**config.mk**
```make
export PLATFORM = sky130hd
export DESIGN_NAME = trigger_capture
export DESIGN_NICKNAME = d
export VERILOG_FILES = /design/src/rtl/scope_pkg.sv /design/src/rtl/trig_detect.sv /design/src/rtl/trigger_capture.sv
export SDC_FILE = /design/constraint.sdc
export NUM_CORES = 1
export LEC_CHECK = 0
export BUFFER_PORTS_ARGS = -buffer_cell sky130_fd_sc_hd__buf_2
export CAP_MARGIN = 20
export CORE_MARGIN = 2
export CORE_UTILIZATION = 45
export CTS_BUF_LIST = sky130_fd_sc_hd__clkbuf_4
export CTS_CLUSTER_DIAMETER = 80
export CTS_CLUSTER_SIZE = 10
export DETAILED_ROUTE_END_ITERATION = 10
export GPL_TIMING_DRIVEN = 0
export PLACE_DENSITY = 0.66
export SLEW_MARGIN = 20
export SYNTH_ARGS = -nofsm -noshare
export SYNTH_HDL_FRONTEND = slang
export SYNTH_SLANG_ARGS = --single-unit
```
**constraint.sdc**
```tcl
create_clock -name clk -period 2.8 [get_ports clk]
set_input_delay 0.28 -clock clk [delete_from_list [all_inputs] [get_ports clk]]
set_output_delay 0.28 -clock clk [all_outputs]
set_load 0.005 [all_outputs]
```
**src/rtl/scope_pkg.sv**
```systemverilog
// scope_pkg: shared state encoding, default parameters and threshold helper for trigger_capture.
package scope_pkg;
   typedef enum logic [2:0] {IDLE, PRE, ARMED, POST, DONE} state_t;
   localparam int ADDR_W_DEF   = 10;
   localparam int PRE_TRIG_DEF = 256;
   localparam int AUTO_TO_DEF  = 65535;
   // Hysteresis re-arm threshold: level+hyst (up=1) or level-hyst (up=0), saturated to 0..255.
   function automatic logic [7:0] arm_thresh(input logic [7:0] level, input logic [3:0] hyst, input logic up);
      logic [8:0] lo;
      logic [8:0] hi;
      lo = {1'b0, level} - {5'd0, hyst};
      hi = {1'b0, level} + {5'd0, hyst};
      return up ? (hi[8] ? 8'hff : hi[7:0]) : (lo[8] ? 8'h00 : lo[7:0]);
   endfunction
endpackage

```
**src/rtl/trig_detect.sv**
```systemverilog
// trig_detect: slope/hysteresis comparator for one sample.
//   sample, level   : current sample and trigger threshold
//   slope           : 0 rising, 1 falling
//   hyst            : hysteresis in LSBs
//   flag            : current hysteresis flag (held by the caller)
//   set_flag        : sample has moved far enough away to re-arm the flag
//   fire            : flag is armed and the sample crosses the level
module trig_detect
   import scope_pkg::*;
(
   input  logic [7:0] sample,
   input  logic [7:0] level,
   input  logic       slope,
   input  logic [3:0] hyst,
   input  logic       flag,
   output logic       set_flag,
   output logic       fire
);
   assign set_flag = slope ? (sample >= arm_thresh(level, hyst, 1'b1))
                           : (sample <= arm_thresh(level, hyst, 1'b0));
   assign fire     = flag & (slope ? (sample <= level) : (sample >= level));
endmodule

```
**src/rtl/trigger_capture.sv**
```systemverilog
// trigger_capture: pre/post-trigger sample capture into a circular buffer.
//   clk, rst_n                 : clock, asynchronous active-low reset
//   adc_data, adc_valid        : offset-binary sample stream
//   trig_level/slope/hyst      : trigger comparator setup (latched at arm)
//   decim                      : keep 1 of every decim+1 valid samples (latched at arm)
//   auto_mode                  : force a trigger after AUTO_TO armed samples
//   arm                        : start a capture (only honoured in IDLE)
//   wr_en, wr_addr, wr_data    : buffer write port
//   trig_addr                  : buffer address of the trigger sample
//   frame_done, busy           : completion pulse, capture in progress
module trigger_capture
   import scope_pkg::*;
#(
   parameter int ADDR_W   = ADDR_W_DEF,
   parameter int PRE_TRIG = PRE_TRIG_DEF,
   parameter int AUTO_TO  = AUTO_TO_DEF
)(
   input  logic              clk,
   input  logic              rst_n,
   input  logic [7:0]        adc_data,
   input  logic              adc_valid,
   input  logic [7:0]        trig_level,
   input  logic              trig_slope,
   input  logic [3:0]        hyst,
   input  logic [3:0]        decim,
   input  logic              auto_mode,
   input  logic              arm,
   output logic              wr_en,
   output logic [ADDR_W-1:0] wr_addr,
   output logic [7:0]        wr_data,
   output logic [ADDR_W-1:0] trig_addr,
   output logic              frame_done,
   output logic              busy
);
   localparam int DEPTH  = 2 ** ADDR_W;
   localparam int POST_N = DEPTH - PRE_TRIG - 1;
   localparam int TO_W   = $clog2(AUTO_TO + 1);
   state_t            state;
   logic [ADDR_W-1:0] ptr;
   logic [ADDR_W-1:0] pre_cnt;
   logic [ADDR_W-1:0] post_cnt;
   logic [3:0]        dec_cnt;
   logic [TO_W-1:0]   auto_cnt;
   logic              flag;
   logic [7:0]        level_r;
   logic              slope_r;
   logic [3:0]        hyst_r;
   logic [3:0]        decim_r;
   logic              capturing;
   logic              accept;
   logic              set_flag;
   logic              fire;
   logic              auto_fire;
   assign capturing = state inside {PRE, ARMED, POST};
   assign accept    = adc_valid && dec_cnt == 4'd0;
   // Auto counter saturates at AUTO_TO-1 so the forced trigger lands on the AUTO_TO-th sample.
   assign auto_fire = auto_mode && auto_cnt == TO_W'(AUTO_TO - 1);
   trig_detect u_det (
      .sample   (adc_data),
      .level    (level_r),
      .slope    (slope_r),
      .hyst     (hyst_r),
      .flag     (flag),
      .set_flag (set_flag),
      .fire     (fire)
   );
   always_ff @(posedge clk or negedge rst_n) begin
      if (!rst_n) begin
         state      <= IDLE;
         wr_en      <= 1'b0;
         wr_addr    <= '0;
         wr_data    <= '0;
         trig_addr  <= '0;
         frame_done <= 1'b0;
         busy       <= 1'b0;
         ptr        <= '0;
         pre_cnt    <= '0;
         post_cnt   <= '0;
         dec_cnt    <= '0;
         auto_cnt   <= '0;
         flag       <= 1'b0;
         level_r    <= '0;
         slope_r    <= 1'b0;
         hyst_r     <= '0;
         decim_r    <= '0;
      end else begin
         wr_en      <= 1'b0;
         frame_done <= 1'b0;
         if (capturing && adc_valid) dec_cnt <= (dec_cnt == decim_r) ? 4'd0 : dec_cnt + 4'd1;
         if (capturing && accept) begin
            wr_en   <= 1'b1;
            wr_data <= adc_data;
            wr_addr <= ptr;
            ptr     <= ptr + ADDR_W'(1);
         end
         case (state)
            IDLE: if (arm) begin
               state   <= PRE;
               busy    <= 1'b1;
               ptr     <= '0;
               dec_cnt <= '0;
               pre_cnt <= '0;
               flag    <= 1'b0;
               level_r <= trig_level;
               slope_r <= trig_slope;
               hyst_r  <= hyst;
               decim_r <= decim;
            end
            PRE: if (accept) begin
               pre_cnt <= pre_cnt + ADDR_W'(1);
               if (pre_cnt == ADDR_W'(PRE_TRIG - 1)) begin
                  state    <= ARMED;
                  auto_cnt <= '0;
               end
            end
            ARMED: if (accept) begin
               if (fire || auto_fire) begin
                  trig_addr  <= ptr;
                  post_cnt   <= '0;
                  state      <= (POST_N == 0) ? DONE : POST;
                  frame_done <= (POST_N == 0);
               end else begin
                  if (set_flag) flag <= 1'b1;
                  if (auto_cnt != TO_W'(AUTO_TO - 1)) auto_cnt <= auto_cnt + TO_W'(1);
               end
            end
            POST: if (accept) begin
               post_cnt <= post_cnt + ADDR_W'(1);
               if (post_cnt == ADDR_W'(POST_N - 1)) begin
                  state      <= DONE;
                  frame_done <= 1'b1;
               end
            end
            DONE: begin
               state <= IDLE;
               busy  <= 1'b0;
            end
            default: state <= IDLE;
         endcase
      end
   end
endmodule

```
; ---- Yosys cells after proc, flatten, opt, wreduce, memory -nomap -nowiden
; Cells that the tools add are included.
[totals]
output_inout_bits = 31
wordCells = 112
input_bits = 30
reg_bits = 102
[classes]
n_lt_le_gt_ge = 4
reduce_logical = 21
n_eq_ne = 19
mux = 43
n_addsub = 7
bitwise_logic = 1
[ops]
columns = operator, count
row1 = 10-bit two-way mux, 8
row2 = 16-bit two-way mux, 5
row3 = 10-bit case mux with 2 select lines, 2
row4 = 16-bit case mux with 2 select lines, 1
row5 = 10-bit by 1-bit adder with 10-bit output (second input constant), 3
row6 = 3-bit two-way mux, 7
row7 = 16-bit by 1-bit adder with 16-bit output (second input constant), 1
row8 = 16-bit equality test (second input constant), 1
row9 = 8-bit >= comparator, 2
row10 = 8-bit less-or-equal comparator, 2
row11 = 4-bit two-way mux, 4
row12 = 8-bit two-way mux, 2
row13 = 16-bit != test (second input constant), 1
row14 = 2-bit != test (second input constant), 6
row15 = 3-bit case mux with 4 select lines, 1
row16 = 1-bit two-way mux, 11
row17 = 10-bit equality test (second input constant), 1
row18 = 10-bit by 8-bit equality test with 1-bit output (second input constant), 1
row19 = 2-bit nonzero test, 5
row20 = 8-bit by 4-bit adder with 9-bit output, 1
row21 = 8-bit by 4-bit subtractor with 9-bit output, 1
row22 = 2-bit by 1-bit != test with 1-bit output (second input constant), 4
row23 = 7-bit AND reduction, 1
row24 = 3-bit by 2-bit equality test with 1-bit output (second input constant), 2
row25 = other kinds (16), 22

; ---- Longest topological paths before layout
; Gate-level depths: netlist (run 1).
[depth]
word_depth = 8
mapped_depth = 16
mapped_depth_nobuf = 16

; ---- By module
; From an unflattened synthesis (run 1), not the netlist that was laid out.
[hier_totals]
cells_unflattened = 563
area_unflattened_um2 = 5885.6
[by_module_without_submodules]
columns = mod, area_per_inst_um2, n_inst, seq_area_each_um2, cells_per_inst
row1 = trigger_capture, 4787.1, 1, 2552.4, 421
row2 = trig_detect, 1098.6, 1, 0.0, 142

; ---- Worst setup path after synthesis (run 1)
; No wires, ideal clock.
[synth_path]
path_type = register to register
from = register level_r[2]
to = register flag
setup_time_ps = 122
arrival_time_ps = 2901
required_ps = 2678
path_buffers = 0
period_less_slack_ps = 3023
path_slack_ps = -223
path_stages_with_launch = 16
cell_sequence = dfrtp_1 ha_1 inv_1 a21oi_1 nor2_1 nor2_1 nor4_1 nand2b_1 ha_1 nand2b_1 a21o_1 a21oi_1 nor2b_1 o21ai_0 a32oi_1 a32o_1
[synth_via]
elab_chain_len = 6
elab_cells_between_ends = 15
cone_classes = add/sub (2) / order compare (4) / eq/ne (2) / mux (4) / bitwise (1) / reduce/logical (2)
[synth_rtl]
columns = item, line_no
row1 = "start, declared", trigger_capture.sv:45  ; logic [7:0] level_r;
row2 = "start signal, assigned", trigger_capture.sv:104  ; level_r <= trig_level;
row3 = "8-bit by 4-bit subtractor with 9-bit output, or another cell as far along", scope_pkg.sv:11  ; lo = {1'b0, level} - {5'd0, hyst};
row4 = 8-bit two-way mux or 1-bit two-way mux (tied branches), "scope_pkg.sv:13, trig_detect.sv:21"
row5 = "8-bit less-or-equal comparator, or another cell as far along", trig_detect.sv:20  ; : (sample <= arm_thresh(level, hyst, 1'b0));
row6 = 1-bit two-way mux or 1-bit logical OR (tied branches), "trig_detect.sv:19, trigger_capture.sv:117"
row7 = 2-bit != test (no line), -
row8 = 5-bit AND reduction (no line) (*), -
row9 = "end signal, assigned", trigger_capture.sv:81  ; flag <= 1'b0;
row10 = "end signal, assigned", trigger_capture.sv:103  ; flag <= 1'b0;
row11 = "end signal, assigned", trigger_capture.sv:123  ; if (set_flag) flag <= 1'b1;
row12 = "end, declared", trigger_capture.sv:44  ; logic flag;
; Every way passes the cells marked *; elsewhere a longest branch is shown, timed or not.
; A chain may end at the register's enable or synchronous reset.

; ---- Final worst setup path (run 1)
[layout_path]
from = register hyst_r[0]
to = register flag
[layout_via]
elab_chain_len = 6
elab_cells_between_ends = 9
cone_classes = add/sub (2) / order compare (2) / eq/ne (1) / mux (3) / reduce/logical (1)
[layout_rtl]
columns = item, line_no
row1 = "start, declared", trigger_capture.sv:47  ; logic [3:0] hyst_r;
row2 = "start signal, assigned", trigger_capture.sv:106  ; hyst_r <= hyst;
row3 = 8-bit by 4-bit subtractor with 9-bit output or 8-bit by 4-bit adder with 9-bit output (tied branches), "scope_pkg.sv:11, scope_pkg.sv:12"
row4 = 8-bit two-way mux, scope_pkg.sv:13  ; return up ? (hi[8] ? 8'hff : hi[7:0]) : (lo[8] ? 8'h00 : lo[7:0]);
row5 = 8-bit less-or-equal comparator or 8-bit >= comparator (tied branches), "trig_detect.sv:20, trig_detect.sv:19"
row6 = 1-bit two-way mux (*), trig_detect.sv:19  ; assign set_flag = slope ? (sample >= arm_thresh(level, hyst, 1'b1))
row7 = 2-bit != test (no line) (*), -
row8 = 5-bit AND reduction (no line) (*), -
; Marked as above.

==> load_flow_metrics.sql, run 1 <==
INSERT INTO impl_metrics (metric_group, metric, value, unit) VALUES
('sta', 'timing.hold.ws', '0.03191', 'ns'),
('place', 'routabilityCongestion', '0.9283', ''),
('routing', 'post-route-drc-count', '0', ''),
('yosys', 'synth_ff_type', 'sky130_fd_sc_hd__dfrtp_1', ''),
('yosys', 'combinational_family_with_the_most_area_after_synthesis', 'simple AND/OR/NAND/NOR gates', ''),
('setup_path', 'worst_setup_path_end_kind', 'flop', ''),
('routing', 'detail_route.wirelength', '13.75', 'mm'),
('yosys', 'top_area_cell_type_share_of_the_netlist_area', '44.15', '%'),
('routing', 'via_count', '4856', ''),
('cells_and_area', 'nets', '777', ''),
('die', 'coreArea', '0.01257', 'sq mm'),
('global_route', 'antenna_found_initial', '0', ''),
('global_route', 'globalRouteOverflowTotal', '0', ''),
('clocking', 'tritoncts', 'yes', ''),
('clocking', 'numCtsBuffers', '9', ''),
('yosys', 'synth_async_sr_flop_share', '100.0', '%'),
('routing', 'firstDrtPassIters', '5', ''),
('setup_path', 'worst_setup_sp_type', 'flop', ''),
('place', 'io_buffers', '60', ''),
('hold_path', 'min-delay-path-class', 'in2reg', ''),
('die', 'die-area', '0.01377', 'sq mm'),
('yosys', 'yosys.cell_types.count', '56', ''),
('sta', 'final-setup-viol-count', '1', ''),
('routing', 'avgViaCountPerCell', '5.506', ''),
('sta', 'period_share', '107.9', '%'),
('setup_path', 'critical_path.slowest_cell', 'sky130_fd_sc_hd__dfrtp_1', ''),
('cells_and_area', 'areaGrowthSynthToFinish', '20.13', '%'),
('clocking', 'clk_latency', '0.50', 'ns'),
('sta', 'slew_violations', '0', ''),
('setup_path', 'required', '3.21', 'ns'),
('routing', 'dr_wl_met2', '6.310', 'mm'),
('routing', 'met3_wirelength', '437', 'um'),
('clocking', 'htree_num_levels', '3', ''),
('clocking', 'clk_pin_slew', '0.17', 'ns'),
('sta', 'final.setup.tns', '-0.2201', 'ns'),
('yosys', 'syn-num-nets', '669', ''),
('clocking', 'root_cell_of_the_clock_tree', 'sky130_fd_sc_hd__clkbuf_4', ''),
('yosys', 'synth_most_common_cell', 'sky130_fd_sc_hd__dfrtp_1', ''),
('clocking', 'clock_sinks', '102', ''),
('yosys', 'flops_latches_synth', '102', ''),
('yosys', 'synth.area.mux_share', '6.947', '%'),
('yosys', 'synth_xor_xnor_area_share', '4.090', '%'),
('routing', 'antenna_violation_net_count_after_detailed_routing', '0', ''),
('cells_and_area', 'count_of_non_filler_cells_in_the_finished_layout', '882', ''),
('setup_path', 'critical_path_class', 'reg2reg', ''),
('sta', 'fin_crit', '3.020', 'ns'),
('yosys', 'synth.top_cells.by_count', '102 x sky130_fd_sc_hd__dfrtp_1, 60 x sky130_fd_sc_hd__nor2_1, 56 x sky130_fd_sc_hd__nand2_1', ''),
('clocking', 'clock_tree.buffer_depth', '2', ''),
('place', 'preCtsSetupSlack', '-0.3563', 'ns'),
('setup_path', 'critical_path_peak_fanout', '6', ''),
('setup_path', 'cp_cell_sequence', 'buf_4 > ha_2 > fa_2 > a21oi_2 > nor2_2 > nor2_4 > nor4_4 > nand2b_4 > ha_1 > nand2b_1 > a21o_1 > a21oi_2 > nor2b_1 > o21ai_1 > a32oi_1 > a32o_1', ''),
('yosys', 'synth_cells', '597', ''),
('die', 'die_w', '117.4', 'um'),
('pwr', 'power_per_cell_area', '845.6', 'mW/mm^2'),
('routing', 'maxUsedRoutingLayer', 'met4', ''),
('yosys', 'post_synth_and_or_nand_nor_area_fraction', '18.42', '%'),
('yosys', 'synth-compound-area-share', '13.85', '%'),
('pwr', 'leakage', '0.003191', 'uW'),
('cells_and_area', 'layout-drive-gt1-share', '25.21', '%'),
('global_route', 'grt_start_max_net_pins', '75', ''),
('yosys', 'synth_top_area_cell', 'sky130_fd_sc_hd__dfrtp_1', ''),
('die', 'rows', '41', ''),
('setup_path', 'timing.critical_path.slowest_cell_delay', '0.41', 'ns'),
('routing', 'routedWlPerCell', '15.59', 'um'),
('outcome', 'failing_checks', 'negative setup slack', ''),
('outcome', 'status', 'finished with violations', ''),
('cells_and_area', 'insertedDiodeCount', '0', ''),
('sta', 'setup_ws', '-0.2201', 'ns'),
('global_route', 'grt_pass1_vias', '4697', ''),
('global_route', 'global_route_wire_length_before_repair', '22.78', 'mm'),
('sta', 'finClkSkew', '0.01877', 'ns');
-- layout by cell type (no fill, tap or decap), types with 6 or more instances in the layout --
| cell type | instances |
|---|---|
| sky130_fd_sc_hd__a21o_1 | 7 |
| sky130_fd_sc_hd__a21oi_1 | 24 |
| sky130_fd_sc_hd__and3_1 | 6 |
| sky130_fd_sc_hd__buf_2 | 59 |
| sky130_fd_sc_hd__buf_4 | 22 |
| sky130_fd_sc_hd__clkbuf_1 | 9 |
| sky130_fd_sc_hd__clkbuf_4 | 10 |
| sky130_fd_sc_hd__dfrtp_1 | 98 |
| sky130_fd_sc_hd__dlygate4sd3_1 | 16 |
| sky130_fd_sc_hd__ha_1 | 35 |
| sky130_fd_sc_hd__inv_1 | 21 |
| sky130_fd_sc_hd__mux2_2 | 31 |
| sky130_fd_sc_hd__nand2_1 | 55 |
| sky130_fd_sc_hd__nand2b_1 | 7 |
| sky130_fd_sc_hd__nand3_1 | 21 |
| sky130_fd_sc_hd__nand4_1 | 19 |
| sky130_fd_sc_hd__nor2_1 | 56 |
| sky130_fd_sc_hd__nor2b_1 | 6 |
| sky130_fd_sc_hd__nor3_1 | 6 |
| sky130_fd_sc_hd__nor4_1 | 8 |
| sky130_fd_sc_hd__o21ai_0 | 34 |
| sky130_fd_sc_hd__o21ai_1 | 14 |
| sky130_fd_sc_hd__o21ai_2 | 6 |
| sky130_fd_sc_hd__o31ai_1 | 11 |
| sky130_fd_sc_hd__xnor2_1 | 8 |
| sky130_fd_sc_hd__xor2_1 | 19 |
-- stage by stage --
stage               total power [uW]  util [%]  instance area [sq um]
CTS                             5548     53.51                   6725
floorplan                       3910         -                   5808
global placement                4487     50.31                   6324
detailed placement              4625     50.58                   6357
global route                    6360     55.26                   6945
finish                          5873     55.26                   6945
-- kinds of logic (layout without fill, tap and decap cells) --
logic type               count (synthesis)  count (layout)
AND/OR/NAND/NOR                        216             216
AO/OA/AOI/OAI                          130             130
flip-flops                             102             102
buffers and inverters                   44             157
adder cells (fa/ha/maj)                 42              42
multiplexers                            36              36
XOR/XNOR                                27              27
-- layout make-up --
| type | count | area, sq um | area share [%] |
|---|---|---|---|
| repair buffers | 99 | 663.1 | 9.548 |
| clock inverters | 6 | 52.55 | 0.7566 |
| inverters | 26 | 100.1 | 1.441 |
| multi-input cells | 451 | 3194 | 45.99 |
| clock buffers | 10 | 75.07 | 1.081 |
| well taps | 172 | 215.2 | 3.099 |
| flip-flops and latches | 102 | 2557 | 36.82 |
| plain buffers | 16 | 87.58 | 1.261 |
-- critical path, delay by kind of cell (launching register included) --
kind                     cells  cell delay (ns)
flip-flops                   1             0.41
buffers and inverters        1             0.14
adder cells (fa/ha/maj)      3             0.78
AND/OR/NAND/NOR              6             0.63
AO/OA/AOI/OAI                6             0.98
-- metal layers --
layer / track usage [%] / vias to the layer above
met4: 9.413 / 0
met5: 0 / -
met1: 27.15 / 2350
li1: - / 2362
met2: 31.80 / 109
met3: 3.696 / 35
-- report_power, final --
part,leakage (uW),internal [uW],total (uW),switching (uW)
sequential,0.00136,1730,1970,232
clock,0.0000659,208,763,555
combinational,0.00177,1470,3140,1670
total,0.00319,3420,5870,2460
-- state kept, by name, indices dropped and copies added (netlist names), 8 cells and up --
name / count
trig_addr: 10
pre_cnt: 10
wr_data: 8
level_r: 8
post_cnt: 10
wr_addr: 10
ptr: 10
auto_cnt: 16
-- what timing repair did --
item                                    CTS  global route
endpoints found under the setup margin   37            51
pin swaps                                 5            24
gates cloned                              0             1
hold buffers                             16             0
setup buffers                             7            15
endpoints found under the hold margin    80             0
resized for setup                        13            32
-- path summary, 6_finish.rpt --
kind                                 to  cells after the start  slack, ns         start
min in group asynchronous    decim_r[3]                      2       0.22         rst_n
max in group asynchronous   post_cnt[6]                      3       1.93         rst_n
max                                flag                     16      -0.22     hyst_r[0]
max reg2reg                        flag                     16      -0.22     hyst_r[0]
min                          decim_r[2]                      2       0.03      decim[2]
min reg2reg                trig_addr[0]                      1       0.51  trig_addr[0]
Note: power is estimated with default switching activity, not from simulation.
==> run 2: changes to the inputs <==
--- a/config.mk
+++ b/config.mk
@@ -8,13 +8,12 @@
 export BUFFER_PORTS_ARGS = -buffer_cell sky130_fd_sc_hd__buf_2
 export CAP_MARGIN = 20
 export CORE_MARGIN = 2
-export CORE_UTILIZATION = 45
+export CORE_UTILIZATION = 35
 export CTS_BUF_LIST = sky130_fd_sc_hd__clkbuf_4
 export CTS_CLUSTER_DIAMETER = 80
 export CTS_CLUSTER_SIZE = 10
 export DETAILED_ROUTE_END_ITERATION = 10
 export GPL_TIMING_DRIVEN = 0
-export PLACE_DENSITY = 0.66
 export SLEW_MARGIN = 20
 export SYNTH_ARGS = -nofsm -noshare
 export SYNTH_HDL_FRONTEND = slang
==> run 2 against run 1 <==
Compared with the run above: the flow still finishes with violations (negative setup slack); hold slack better by 0.045 ns; design area grew 1.5%; global-route usage shrank 4.0 points; maximum frequency grew 4.8%; register-to-register slack better by 0.14 ns; non-clock buffer count grew 2; via count decreased by 1.3%; largest power group unchanged; highest routed layer unchanged.
==> load_flow_metrics.sql, run 2 (synthesis gave the netlist of run 1 again) <==
INSERT INTO impl_metrics (metric_group, metric, value, unit) VALUES
('outcome', 'status', 'finished with violations', ''),
('outcome', 'failing_checks', 'negative setup slack', ''),
('routing', 'post-route-drc-count', '0', ''),
('setup_path', 'critical_path_class', 'reg2reg', ''),
('setup_path', 'critical_path.slowest_cell', 'sky130_fd_sc_hd__dfrtp_2', ''),
('sta', 'final.setup.tns', '-0.08098', 'ns'),
('place', 'placement.cell_area', '0.006412', 'sq mm'),
('cells_and_area', 'areaGrowthSynthToFinish', '21.88', '%'),
('setup_path', 'reg2reg_slack', '-0.08', 'ns'),
('cells_and_area', 'largest_register_ffs', '16', ''),
('global_route', 'global_route_wire_length_before_repair', '23.35', 'mm'),
('global_route', 'antenna_found_initial', '1', ''),
('routing', 'avgViaCountPerCell', '5.157', ''),
('sta', 'period_share', '102.9', '%'),
('die', 'rows', '46', ''),
('cells_and_area', 'layout-drive-gt1-share', '25.28', '%'),
('routing', 'firstDrtPassIters', '5', ''),
('sta', 'finClkSkew', '0.02664', 'ns'),
('clocking', 'tritoncts', 'yes', ''),
('clocking', 'htree_num_levels', '3', ''),
('place', 'detailedPlacementHpwl', '9.744', 'mm'),
('global_route', 'grt_pass1_vias', '4738', ''),
('clocking', 'clk_latency', '0.49', 'ns'),
('hold_path', 'beginning_of_the_worst_hold_path', 'decim[3]', ''),
('pwr', 'leakage', '0.003223', 'uW'),
('place', 'routabilityCongestion', '0.8456', ''),
('sta', 'setup_ws', '-0.08098', 'ns'),
('sta', 'slew_violations', '0', ''),
('cells_and_area', 'nFillCells', '1618', ''),
('sta', 'actual_transition_at_the_worst_max_transition_pin', '0.6862', 'ns'),
('routing', 'via_count', '4791', ''),
('setup_path', 'critPathLaunch', 'hyst_r[0]', ''),
('clocking', 'root_cell_of_the_clock_tree', 'sky130_fd_sc_hd__clkbuf_4', ''),
('sta', 'relSlewSlack', '53.83', '%'),
('die', 'die_w', '132.5', 'um'),
('cells_and_area', 'nets', '779', ''),
('setup_path', 'required', '3.20', 'ns'),
('pwr', 'power_per_cell_area', '838.4', 'mW/mm^2'),
('sta', 'report.final.hold_viol_count', '0', ''),
('setup_path', 'regToRegStartpoint', 'hyst_r[0]', ''),
('global_route', 'grt_start_max_net_pins', '55', ''),
('routing', 'antenna_violation_net_count_after_detailed_routing', '0', ''),
('place', 'io_buffers', '60', ''),
('flow_run', 'drv_cap', '0', ''),
('cells_and_area', 'layout.cells.most_common', 'sky130_fd_sc_hd__dfrtp_1', ''),
('routing', 'drt_iter0_markers', '269', ''),
('setup_path', 'cp_cell_sequence', 'ha_4 > fa_2 > a21oi_2 > nor2_2 > nor2_4 > nor4_4 > nand2b_4 > ha_4 > nand2b_4 > a21o_1 > a21oi_2 > nor2b_1 > o21ai_2 > a32oi_1 > a32o_1', ''),
('setup_path', 'worst_setup_path_end_kind', 'flop', ''),
('clocking', 'clk_pin_slew', '0.17', 'ns'),
('routing', 'routedWlPerCell', '14.64', 'um'),
('die', 'die-area', '0.01756', 'sq mm'),
('global_route', 'gr-usage-all-layers', '16.25', '%'),
('cells_and_area', 'most-common-layout-cells', '97 x sky130_fd_sc_hd__dfrtp_1, 59 x sky130_fd_sc_hd__buf_2, 55 x sky130_fd_sc_hd__nand2_1, 55 x sky130_fd_sc_hd__nor2_1, 35 x sky130_fd_sc_hd__ha_1', ''),
('die', 'fp.dieH', '132.5', 'um'),
('setup_path', 'worst_setup_sp_type', 'flop', ''),
('sta', 'max_clock_freq', '347.1', 'MHz'),
('die', 'starting_density', '36.14', '%'),
('pwr', 'vdd_ir_drop_max', '548.6', 'uV'),
('die', 'io_pins', '61', ''),
('routing', 'detail_route.wirelength', '13.60', 'mm'),
('sta', 'final-setup-viol-count', '1', ''),
('die', 'coreArea', '0.01600', 'sq mm'),
('cells_and_area', 'post-route-cell-area', '0.007047', 'sq mm'),
('cells_and_area', 'largest_register', 'auto_cnt', ''),
('clocking', 'clock_sinks', '102', ''),
('clocking', 'clock_tree.buffer_depth', '2', ''),
('hold_path', 'min-delay-path-class', 'in2reg', ''),
('setup_path', 'critical_path_peak_fanout', '3', ''),
('sta', 'fin_crit', '2.881', 'ns'),
('clocking', 'numCtsBuffers', '9', ''),
('sta', 'unrepaired_setup_endpoints_after_global_routing', 'yes', ''),
('place', 'preCtsSetupSlack', '-0.3280', 'ns'),
('setup_path', 'timing.critical_path.slowest_cell_delay', '0.47', 'ns'),
('global_route', 'globalRouteOverflowTotal', '0', ''),
('setup_path', 'worst-endpoint-arrival', '3.28', 'ns');
[run 2: changes by cell type in the layout (fill, tap and decap cells not counted), sizes merged]
| cell | change |
|---|---|
| clkinv | +1 |
| dlygate4sd3 | +2 |
| diode | +1 |
| clkinvlp | -2 |
| inv | +1 |
[run 2: layer usage]
layer | vias to the layer above | global-route usage [%] | part of all wire (%)
met3 | 13 | 2.107 | 2.7
met4 | 0 | 6.989 | 1.4
met2 | 80 | 26.02 | 49
met1 | 2333 | 22.15 | 47
met5 | - | 0 | 0
li1 | 2365 | - | -
[run 2: power by group]
group	leakage [uW]	internal, uW	total (uW)	switching [uW]
Sequential	0.00135	1730	1940	209
Combinational	0.00179	1510	3200	1690
Clock	0.0000758	217	763	546
[run 2: timing repair]
action | CTS | global route
pin swaps | 9 | 17
setup buffers | 12 | 9
hold endpoints to repair | 65 | 0
gates resized for setup | 12 | 35
endpoints found under the setup margin | 57 | 59
gates cloned | 0 | 1
hold buffers | 18 | 0
[run 2: worst max-delay path, delay by kind of cell, from the launching register on]
| family | cells | cell delay, ns |
|---|---|---|
| compound gates | 6 | 0.96 |
| fa+ha+maj | 3 | 0.75 |
| simple gates | 6 | 0.60 |
| flops | 1 | 0.47 |
[run 2: path summary, 6_finish.rpt]
check	end	depth (start not counted)
max in group asynchronous	hyst_r[0]	3
hold / removal	decim_r[3]	2
setup reg to reg	flag	15
min in group asynchronous	auto_cnt[6]	2
hold reg to reg	trig_addr[0]	1
setup / recovery	flag	15
[run 2: layout make-up]
| cell class | count | area (sq um) | area share [%] |
|---|---|---|---|
| multi-input cells | 451 | 3207 | 45.51 |
| flip-flops and latches | 102 | 2559 | 36.31 |
| repair buffers | 101 | 691.9 | 9.819 |
| well taps | 216 | 270.3 | 3.835 |
| inverters | 26 | 97.59 | 1.385 |
| plain buffers | 16 | 86.33 | 1.225 |
| clock buffers | 10 | 75.07 | 1.065 |
| clock inverters | 6 | 57.56 | 0.8168 |
| diodes | 1 | 2.502 | 0.03551 |
[run 2: metrics by stage]
step / total power, uW / instances / util (%) / hold WS, ns
floorplan: 3910 / 597 / - / -0.01559
global placement: 4520 / 873 / 39.87 / 0.4681
detailed placement: 4606 / 874 / 40.08 / 0.2576
CTS: 5602 / 918 / 42.80 / 0.02797
global route: 6470 / 929 / 44.04 / 0.04427
finish: 5908 / 929 / 44.04 / 0.07726
==> run 3: changes to the inputs <==
--- a/config.mk
+++ b/config.mk
@@ -14,7 +14,6 @@
 export CTS_CLUSTER_SIZE = 10
 export DETAILED_ROUTE_END_ITERATION = 10
 export GPL_TIMING_DRIVEN = 0
-export SLEW_MARGIN = 20
 export SYNTH_ARGS = -nofsm -noshare
 export SYNTH_HDL_FRONTEND = slang
 export SYNTH_SLANG_ARGS = --single-unit
==> constraint.sdc (replaced) <==
create_clock -name clk -period 3.2 [get_ports clk]
set_input_delay 0.32 -clock clk [delete_from_list [all_inputs] [get_ports clk]]
set_output_delay 0.32 -clock clk [all_outputs]
set_load 0.005 [all_outputs]
==> run 3 against run 2 <==
Compared with the run above: the run now ends clean; non-clock buffer count fell by 33; via count fell by 1.6%; core utilization fell by 2.7 points; flip-flop and latch count did not move; first-iteration DRC count fell by 1.5%; setup slack improved by 0.21 ns; hold slack got worse by 0.039 ns; die area did not move; register-to-register slack improved by 0.21 ns; sequential share of layout area rose by 2.3 points; clock skew fell by 0.0082 ns; wire length fell by 0.15%; largest cell class unchanged.
==> load_flow_metrics.sql, run 3 (synthesis gave the netlist of run 1 again) <==
INSERT INTO impl_metrics (metric_group, metric, value, unit) VALUES
('outcome', 'status', 'completed', ''),
('clocking', 'clk_pin_slew', '0.18', 'ns'),
('global_route', 'gr-usage-all-layers', '16.01', '%'),
('clocking', 'numCtsBuffers', '9', ''),
('sta', 'report.final.hold_viol_count', '0', ''),
('cells_and_area', 'nFillCells', '1629', ''),
('setup_path', 'worst_setup_sp_type', 'flop', ''),
('sta', 'relSlewSlack', '53.46', '%'),
('cells_and_area', 'largest_register_ffs', '16', ''),
('die', 'die_w', '132.5', 'um'),
('setup_path', 'critPathLaunch', 'level_r[0]', ''),
('place', 'placement.cell_area', '0.006382', 'sq mm'),
('setup_path', 'worst-r2r-cell-count', '15', ''),
('setup_path', 'worst_setup_path_end_kind', 'flop', ''),
('pwr', 'totalPowerFinal', '4763', 'uW'),
('cells_and_area', 'layout-drive-gt1-share', '18.85', '%'),
('hold_path', 'worst_hold_path.num_cells', '3', ''),
('routing', 'drt_iter0_markers', '265', ''),
('pwr', 'vdd_ir_drop_max', '450.4', 'uV'),
('clocking', 'clock_tree.buffer_depth', '2', ''),
('routing', 'routedWlPerCell', '15.17', 'um'),
('pwr', 'power_per_cell_area', '720.4', 'mW/mm^2'),
('die', 'starting_density', '36.14', '%'),
('sta', 'setup_ws', '0.1252', 'ns'),
('sta', 'finClkSkew', '0.01847', 'ns'),
('routing', 'post-route-drc-count', '0', ''),
('sta', 'unrepaired_setup_endpoints_after_global_routing', 'yes', ''),
('clocking', 'clock_sinks', '102', ''),
('routing', 'via_count', '4712', ''),
('cells_and_area', 'seqCellArea', '0.002554', 'sq mm'),
('cells_and_area', 'layout.cells.most_common', 'sky130_fd_sc_hd__dfrtp_1', ''),
('hold_path', 'worstHoldEndpoint', 'level_r[3]', ''),
('routing', 'firstDrtPassIters', '4', ''),
('setup_path', 'reg2reg_slack', '0.13', 'ns'),
('global_route', 'grt_pass1_vias', '4701', ''),
('setup_path', 'critical_path_peak_fanout', '6', ''),
('cells_and_area', 'nets', '746', ''),
('sta', 'slew_violations', '0', ''),
('die', 'fp.dieH', '132.5', 'um'),
('sta', 'period_share', '96.09', '%'),
('place', 'preCtsSetupSlack', '-0.3813', 'ns'),
('clocking', 'htree_num_levels', '3', ''),
('place', 'routabilityCongestion', '0.9144', ''),
('cells_and_area', 'post-route-cell-area', '0.006611', 'sq mm'),
('setup_path', 'regToRegStartpoint', 'level_r[0]', ''),
('flow_run', 'drv_cap', '0', ''),
('place', 'io_buffers', '60', ''),
('hold_path', 'min-delay-path-class', 'in2reg', ''),
('sta', 'max_clock_freq', '325.2', 'MHz'),
('die', 'die-area', '0.01756', 'sq mm'),
('setup_path', 'worst-endpoint-arrival', '3.48', 'ns'),
('cells_and_area', 'areaGrowthSynthToFinish', '14.35', '%'),
('pwr', 'leakage', '0.003043', 'uW'),
('routing', 'detail_route.wirelength', '13.58', 'mm'),
('clocking', 'clk_latency', '0.49', 'ns'),
('place', 'dp_cells', '874', ''),
('routing', 'antenna_violation_net_count_after_detailed_routing', '0', ''),
('sta', 'actual_transition_at_the_worst_max_transition_pin', '0.6919', 'ns'),
('die', 'rows', '46', ''),
('cells_and_area', 'insertedDiodeCount', '0', ''),
('cells_and_area', 'count_of_non_filler_cells_in_the_finished_layout', '895', ''),
('cells_and_area', 'largest_register', 'auto_cnt', ''),
('clocking', 'root_cell_of_the_clock_tree', 'sky130_fd_sc_hd__clkbuf_4', ''),
('die', 'io_pins', '61', ''),
('setup_path', 'critical_path_class', 'reg2reg', ''),
('sta', 'final-setup-viol-count', '0', ''),
('clocking', 'tritoncts', 'yes', ''),
('sta', 'fin_crit', '3.075', 'ns'),
('cells_and_area', 'area_taken_by_multi_input_logic_gates', '0.003079', 'sq mm'),
('setup_path', 'required', '3.61', 'ns'),
('global_route', 'global_route_wire_length_before_repair', '22.95', 'mm'),
('global_route', 'grt_start_max_net_pins', '64', ''),
('routing', 'avgViaCountPerCell', '5.265', ''),
('sta', 'final.setup.tns', '0', 'ns'),
('global_route', 'antenna_found_initial', '0', ''),
('setup_path', 'regToRegEndpoint', 'flag', ''),
('die', 'coreArea', '0.01600', 'sq mm'),
('place', 'detailedPlacementHpwl', '9.988', 'mm'),
('cells_and_area', 'most-common-layout-cells', '101 x sky130_fd_sc_hd__dfrtp_1, 60 x sky130_fd_sc_hd__buf_2, 59 x sky130_fd_sc_hd__nor2_1', ''),
('global_route', 'globalRouteOverflowTotal', '0', ''),
('hold_path', 'beginning_of_the_worst_hold_path', 'trig_level[3]', '');
run 3: final cells by class:
| cell class | count | area share [%] |
|---|---|---|
| Clock inverter | 6 | 0.9652 |
| Sequential cell | 102 | 38.63 |
| Inverter | 26 | 1.476 |
| Timing Repair Buffer | 67 | 5.867 |
| Clock buffer | 10 | 1.136 |
| Multi-Input combinational cell | 451 | 46.57 |
| Tap cell | 216 | 4.088 |
| Buffer | 17 | 1.268 |
run 3: worst max-delay path by stage:
stage	end
2_1_floorplan	flag
3_3_place_gp	flag
3_5_place_dp	flag
4_1_cts	flag
5_1_grt	flag
6_report	flag
run 3: where the power goes:
group          total (uW)  switching (uW)  internal [uW]
logic                2350            1310           1030
registers            1730             213           1510
clock network         690             498            192
total                4760            2020           2740
run 3: through the flow:
step                      hold slack [ns]  utilization, %
after CTS                        0.001191           41.24
after global placement             0.4694           39.70
after floorplan                   0.02441               -
final                             0.03804           41.32
after global routing              0.01230           41.32
after detailed placement           0.3412           39.89
run 3: what timing repair did:
item,4_1_cts,5_1_grt
setup endpoints to repair,1,21
hold endpoints to repair,43,0
pin swaps,1,3
buffers inserted,1,0
resized for setup,4,6
hold buffers,5,0
run 3: per-layer routing:
layer | part of all wire, % | up-vias | routed length, um | track usage (%)
met1 | 47 | 2311 | 6418 | 21.09
met2 | 47 | 81 | 6338 | 25.62
met4 | 2.1 | 0 | 279 | 6.452
met3 | 4.0 | 19 | 545 | 3.525
li1 | - | 2301 | - | -
met5 | 0 | - | 0 | 0
run 3: worst max-delay path, cell delays in order, from the launching register on:
cell and delay (ns):
sky130_fd_sc_hd__dfrtp_1 0.43, sky130_fd_sc_hd__ha_1 0.25, sky130_fd_sc_hd__fa_2 0.38, sky130_fd_sc_hd__a21oi_2 0.14, sky130_fd_sc_hd__nor2_1 0.05, sky130_fd_sc_hd__nor2_2 0.21
sky130_fd_sc_hd__nor4_4 0.09, sky130_fd_sc_hd__nand2b_1 0.17, sky130_fd_sc_hd__ha_1 0.27, sky130_fd_sc_hd__nand2b_1 0.14, sky130_fd_sc_hd__a21o_1 0.17, sky130_fd_sc_hd__a21oi_1 0.14
sky130_fd_sc_hd__nor2b_1 0.06, sky130_fd_sc_hd__o21ai_1 0.12, sky130_fd_sc_hd__a32oi_1 0.12, sky130_fd_sc_hd__a32o_1 0.27
